**config.mk**
```make
export PLATFORM = sky130hd
export DESIGN_NAME = if_stage
export DESIGN_NICKNAME = d
export VERILOG_FILES = /design/src/rtl/if_stage.sv
export SDC_FILE = /design/constraint.sdc
export NUM_CORES = 1
export LEC_CHECK = 0
export BUFFER_PORTS_ARGS = -buffer_cell sky130_fd_sc_hd__buf_2
export CORE_MARGIN = 1
export CORE_UTILIZATION = 45
export DETAILED_ROUTE_END_ITERATION = 12
export PLACE_DENSITY_LB_ADDON = 0.2
export SKIP_CTS_REPAIR_TIMING = 1
export SLEW_MARGIN = 20
export SYNTH_ARGS = -nofsm -noshare
export SYNTH_HDL_FRONTEND = slang
export SYNTH_SLANG_ARGS = --single-unit
```
**constraint.sdc**
```tcl
create_clock -name clk -period 7.6 [get_ports clk]
set_input_delay 0 -clock clk [delete_from_list [all_inputs] [get_ports clk]]
set_output_delay 0 -clock clk [all_outputs]
set_load 0.05 [all_outputs]
```
**src/rtl/if_stage.sv**
```systemverilog
// Instruction-fetch stage: owns the PC, fetches one word at a time over a
// req/ack memory port, and holds a single instruction for ID to consume.
`ifndef INST_TYPE_NONE
`define INST_TYPE_NONE 4'd0
`define INST_TYPE_R    4'd1
`define INST_TYPE_I    4'd2
`define INST_TYPE_J    4'd3
`endif

module if_stage #(
    parameter logic [31:0] RESET_PC = 32'h0000_0000
) (
    input  logic        clk,
    input  logic        rst,
    output logic        imem_req,
    output logic [31:0] imem_addr,
    input  logic        imem_ack,
    input  logic [31:0] imem_rdata,
    input  logic        cu_wpcir,
    input  logic        cu_branch,
    input  logic [31:0] ID_new_pc,
    output logic [31:0] if_inst,
    output logic [31:0] if_pc4,
    output logic [3:0]  IF_ins_type,
    output logic [3:0]  IF_ins_number
);

    // S_FULL doubles as the buffer-valid flag; S_DRAIN waits out a request
    // whose address was abandoned by a redirect.
    typedef enum logic [1:0] {S_IDLE, S_FETCH, S_DRAIN, S_FULL} state_t;

    state_t      state;
    logic [31:0] pc;
    logic [31:0] drain_addr;
    logic [31:0] ibuf;
    logic [3:0]  count;
    logic [31:0] target;

    assign target = ID_new_pc & 32'hFFFF_FFFC;

    // Fetch/redirect/consume state machine; all architectural state lives here.
    always_ff @(posedge clk or posedge rst) begin
        if (rst) begin
            state      <= S_IDLE;
            pc         <= RESET_PC;
            drain_addr <= RESET_PC;
            ibuf       <= 32'h0;
            count      <= 4'd0;
        end else begin
            case (state)
                S_IDLE: state <= S_FETCH;
                S_FETCH: begin
                    if (imem_ack && !cu_branch) begin
                        ibuf  <= imem_rdata;
                        state <= S_FULL;
                    end else if (cu_branch) begin
                        pc <= target;
                        // Without ack the old request is still in flight and
                        // its address must stay on the bus until it completes.
                        if (!imem_ack) begin
                            drain_addr <= pc;
                            state      <= S_DRAIN;
                        end
                    end
                end
                S_DRAIN: begin
                    if (cu_branch) pc <= target;
                    if (imem_ack) state <= S_FETCH;
                end
                S_FULL: begin
                    if (cu_branch) begin
                        pc    <= target;
                        state <= S_FETCH;
                    end else if (!cu_wpcir) begin
                        pc    <= pc + 32'd4;
                        count <= count + 4'd1;
                        state <= S_FETCH;
                    end
                end
                default: state <= S_IDLE;
            endcase
        end
    end

    // Output decode from state; reset clears state so req drops immediately.
    always_comb begin
        imem_req    = (state == S_FETCH) || (state == S_DRAIN);
        imem_addr   = (state == S_DRAIN) ? drain_addr : pc;
        if_pc4      = pc + 32'd4;
        if_inst     = 32'h0;
        IF_ins_type = `INST_TYPE_NONE;
        if (state == S_FULL) begin
            if_inst = ibuf;
            case (ibuf[31:26])
                6'h00:        IF_ins_type = `INST_TYPE_R;
                6'h02, 6'h03: IF_ins_type = `INST_TYPE_J;
                default:      IF_ins_type = `INST_TYPE_I;
            endcase
        end
    end

    assign IF_ins_number = count;

endmodule

```
Word level (Yosys, flattened, before mapping)
Index checks and enable logic that the tools add are counted.

Bits in registers: 102. Bits of input ports: 69. Output and inout bits: 105. Logic and storage cells: 49.

Add/sub/neg operators: 2. Equal/unequal tests: 10. Muxes and demuxes: 16. Bitwise operators: 4. Reductions and logical operators: 12.

Operators by type and width (count): $mux W32 (6); $pmux W32 S3 (1); $add A32 B3 Y32 const B (1); $mux W2 (7); $eq A6 B2 Y1 const B (2); $ne A3 B3 Y1 const B (3); $pmux W2 S4 (1); $reduce_and A4 Y1 (2); $logic_not A6 Y1 (1); $reduce_and A3 Y1 (2); $add A4 B1 Y4 const B (1); $eq A2 B2 Y1 const B (2); $ne A2 B2 Y1 const B (2); $not A1 Y1 (4); $pmux W2 S2 (1); $reduce_bool A3 Y1 (1); $eq A2 B1 Y1 const B (1); $logic_not A2 Y1 (1); $reduce_and A2 Y1 (1); $reduce_or A2 Y1 (1); $logic_and A1 B1 Y1 (1); $logic_not A1 Y1 (1); $logic_or A1 B1 Y1 (1).

Logic depth before layout (Yosys ltp)
Word-level depth: 4. Depth in mapped cells: 7. Mapped depth without buffers: 7.

Worst setup path before layout
No wires, ideal clock.

Path kind: register to output. Start point: reg pc[17]. End point: out if_pc4[31]. Data arrival time: 2.278 ns. Data required time: 7.600 ns. Slack: 5.322 ns. Stages on the path, launching flop included: 7. Buffers on the path: 1. Path through: dfrtp_1 clkdlybuf4s15_2 nand4_1 nor4_4 nand3_1 nor2_2 xor2_1.

Longest elaborated chain between the ends: 1.

RTL lines: start: declaration (line 33) `logic [31:0] pc;`; start signal: assignment (line 57) `pc <= target;`; start signal: assignment (line 67) `if (cu_branch) pc <= target;`; start signal: assignment (line 72) `pc <= target;`; $add A32 B3 Y32 (line 89) `if_pc4 = pc + 32'd4;`; end: declaration (line 23) `output logic [31:0] if_pc4,`.

Every way passes these cells.

Worst setup path after layout
Start point: reg state[0]. End point: reg pc[13].

Longest elaborated chain between the ends: 3. Elaborated cells on any way between the ends: 8. Classes of those cells: 5 x eq/ne; 1 x mux; 2 x reduce/logical.

RTL lines: start: declaration (line 32) `state_t state;`; start signal: assignment (line 44) `state <= S_IDLE;`; start signal: assignment (line 51) `S_IDLE: state <= S_FETCH;`; start signal: assignment (line 55) `state <= S_FULL;`; $eq A2 B2 Y1 or $eq A2 B1 Y1 (tied branches) (line 50) `case (state)`; $ne A3 B3 Y1 (no line) (tied with other cells); $reduce_and A3 Y1 (no line).

Several ways; a longest one is shown, not always the timed one. A chain may end at the register's enable or synchronous reset.

==> summary.txt <==
Drt
  • Via Count: 4531
  • Number of vias per cell: 5.32
  • Remaining routing DRC violations: 0
  • Total detailed-routing wirelength: 13.9 mm
  • Violation count after the first detailed-routing iteration: 205
  • Routed wirelength normalized by instance count: 16.3 um
  • DRT antenna net count: 0
  • Number of iterations in the first detailed-routing pass: 6

Setup path
  • Kind of critical path: reg2reg
  • CP top delay family: compound AO/OA/AOI/OAI gates
  • Kind of capture point of the worst setup path: register
  • Worst-path cell chain: ha_2 > inv_1 > a211oi_1 > o21ba_2 > o21ai_0 > a22oi_1
  • Slowest library cell on the worst path: sky130_fd_sc_hd__o21ba_2
  • Worst Reg-to-Reg Cells: 6
  • Crit path arrival time: 3.07 ns
  • Reg-to-reg endpoint: pc[13]
  • Register-to-register setup slack: 4.79 ns
  • Slowest stage delay, CP: 0.68 ns
  • Source of the worst register-to-register timing path: state[0]
  • Data required time of the critical path: 7.86 ns
  • Crit path max fanout: 36
  • Buf/Inv on CP: 1
  • Startpoint type of the worst setup path: register

CTS
  • Clock network latency to the later pin of the worst-skew pair: 0.35 ns
  • H-tree level count: 3
  • Clock transition at the registers of the reported paths: 0.07 ns
  • Num CTS Buffers: 9
  • Clock net sink count: 98
  • Max Buffers Root-to-Sink: 2
  • TritonCTS clock tree: built
  • Cell chosen for the clock root: sky130_fd_sc_hd__clkbuf_16

Synthesis
  • Synthesis warning total: 0
  • Syn Std Cell Area: 0.00549 mm^2
  • Cell types with the largest area share after synthesis: sky130_fd_sc_hd__dfrtp_1 (45%), sky130_fd_sc_hd__mux2_2 (17%), sky130_fd_sc_hd__xnor2_1 (4.0%)
  • Flops & latches, synth: 98
  • Distinct cell type count of the synthesized netlist: 46
  • Fraction of post-synthesis cell area in the top cell type by area: 0.447
  • Largest area contributor in the synthesized netlist: sky130_fd_sc_hd__dfrtp_1
  • Mapped Avg Cell Area: 10.5 um^2
  • Cells after Synth: 522
  • Share of the yosys chip area belonging to registers: 0.447

Layout
  • Fin area: 0.00701 mm^2
  • # diodes: 0
  • Number of standard cells in the final layout excluding fillers: 851
  • Area overhead of the layout relative to synthesis: 27.8%
  • Fraction of final layout cells sized beyond drive strength 1: 0.394
  • # nets final: 778

Timing
  • Count of pins over their slew limit: 0
  • Accumulated negative setup slack: 0 ns
  • Top achievable clock speed: 355 MHz
  • Worst slew margin: 0.402
  • Worst Max-Slew Pin Slew: 0.897 ns
  • Number of failing setup endpoints in the final timing report: 0
  • RSZ-0062 raised after global routing: false
  • Time the worst path needs with I/O delays and setup: 2.81 ns
  • Crit share post-route: 0.370
  • Fin. Hold Viols: 8
  • Final worst clock skew: 0.00786 ns
  • Final worst hold slack: -0.0193 ns

Placement
  • DP Wirelength: 9.03 mm
  • Count of input and output buffers: 165
  • Placed instance count: 795
  • Placed standard-cell area: 0.00632 mm^2
  • Routability cong.: 0.753

Global route
  • Initial antenna violation count: 0
  • Global-route total usage across every layer: 0.221
  • GRT Residual Overflow: 0
  • Pin count of the biggest net entering global routing: 72
  • Wire length of the first global-routing pass: 22.0 mm
  • Number of global-route vias before repair: 4452

Floorplan
  • Horizontal die dimension: 112 um
  • Core footprint: 0.0117 mm^2
  • Initial core utilization: 0.471
  • Die area: 0.0126 mm^2
  • Number of placement rows: 39
  • Die height: 112 um
  • Ports: 174

Min path
  • Number of stages on the worst hold path: 3
  • End of the worst hold path: pc[7]
  • Kind of path behind the tightest hold check: in2reg
  • Start point of the worst hold path: ID_new_pc[7]

Run status
  • Run status: complete, but fails checks
  • Violations in the final reports: hold timing

Job
  • MaxCap Viol Count: 0
Yosys cell counts (all sizes together):
cell	count
dfrtp	98
mux2	83
nand2	44
and2	34
a21oi	31
clkbuf	31
xnor2	25
a2bb2oi	21
o22ai	20
o21ai	19
nor2	16
nand4	14
buf	13
nand3	12
inv	11
ha	6
xor2	6
and3	4
mux2i	4
nor3	4
and4	3
nor4	3
o22a	3
a22oi	2
nand2b	2
nor2b	2
a211oi	1
a31oi	1
clkdlybuf4s15	1
conb	1
nand3b	1
nor3b	1
o21ba	1
o21bai	1
o31ai	1
o32a	1
or2	1
worst max-delay path by stage:
stage | startpoint | cells past startpoint | slack [ns] | end
6_report | state[0] | 6 | 4.79 | pc[13]
3_5_place_dp | state[0] | 6 | 4.41 | pc[13]
4_1_cts | state[0] | 6 | 4.38 | pc[13]
3_3_place_gp | state[0] | 6 | 4.52 | pc[13]
5_1_grt | state[0] | 6 | 4.49 | pc[13]
2_1_floorplan | rst | 1 | 5.04 | IF_ins_number[0]
cells in the final DEF (no fill, tap or decap), drive strengths merged, types with 16 or more instances in the layout:
cell / n
nor2: 16
mux2: 83
xnor2: 25
nand2: 44
a21oi: 31
buf: 170
o22ai: 20
and2: 34
dlygate4sd3: 40
o21ai: 19
a2bb2oi: 21
dfrtp: 98
stage by stage:
step	util	worst slack, ns	hold slack [ns]
CTS	0.567	4.38	-0.359
global route	0.601	4.49	0.00172
global placement	0.542	4.52	0.0122
finish	0.601	4.79	-0.0193
floorplan	-	5.04	0.150
detailed placement	0.542	4.41	0.0166
area by class of cell:
cell class	count	area (um^2)
Clock inverter	5	55.1
Fill cell	1013	4650
Tap cell	143	179
Clock buffer	11	233
Inverter	11	43.8
Sequential cell	98	2450
Multi-Input combinational cell	373	2790
Timing Repair Buffer	210	1260
worst reg2reg max path: stages, from the launching register on:
cell	delay [ns]
sky130_fd_sc_hd__dfrtp_1	0.42
sky130_fd_sc_hd__ha_2	0.55
sky130_fd_sc_hd__inv_1	0.20
sky130_fd_sc_hd__a211oi_1	0.45
sky130_fd_sc_hd__o21ba_2	0.68
sky130_fd_sc_hd__o21ai_0	0.21
sky130_fd_sc_hd__a22oi_1	0.22
state kept, by name, summed over array words and instances (netlist names):
signal,cells
drain_addr,30
IF_ins_number,4
state,2
ibuf,32
pc,30
per-layer routing:
metal | track usage | up-vias | share of wire
met5 | 0 | - | 0
met3 | 0.0448 | 27 | 0.050
li1 | - | 2201 | -
met1 | 0.289 | 2169 | 0.45
met2 | 0.354 | 134 | 0.48
met4 | 0.101 | 0 | 0.024
cells by family (layout without fill, tap and decap cells):
logic type | Yosys count | in the layout | synth area share
simple gates | 141 | 141 | 0.141
compound gates | 102 | 102 | 0.118
flops | 98 | 98 | 0.447
mux | 87 | 87 | 0.178
buf+inv | 56 | 237 | 0.0520
xor+xnor | 31 | 31 | 0.0495
fa+ha+maj | 6 | 6 | 0.0137
other cells | 1 | 6 | 0.000683
Power is left out: the tool's default activity adds up to more than one toggle a clock period on the data nets, which glitch-free logic cannot reach.
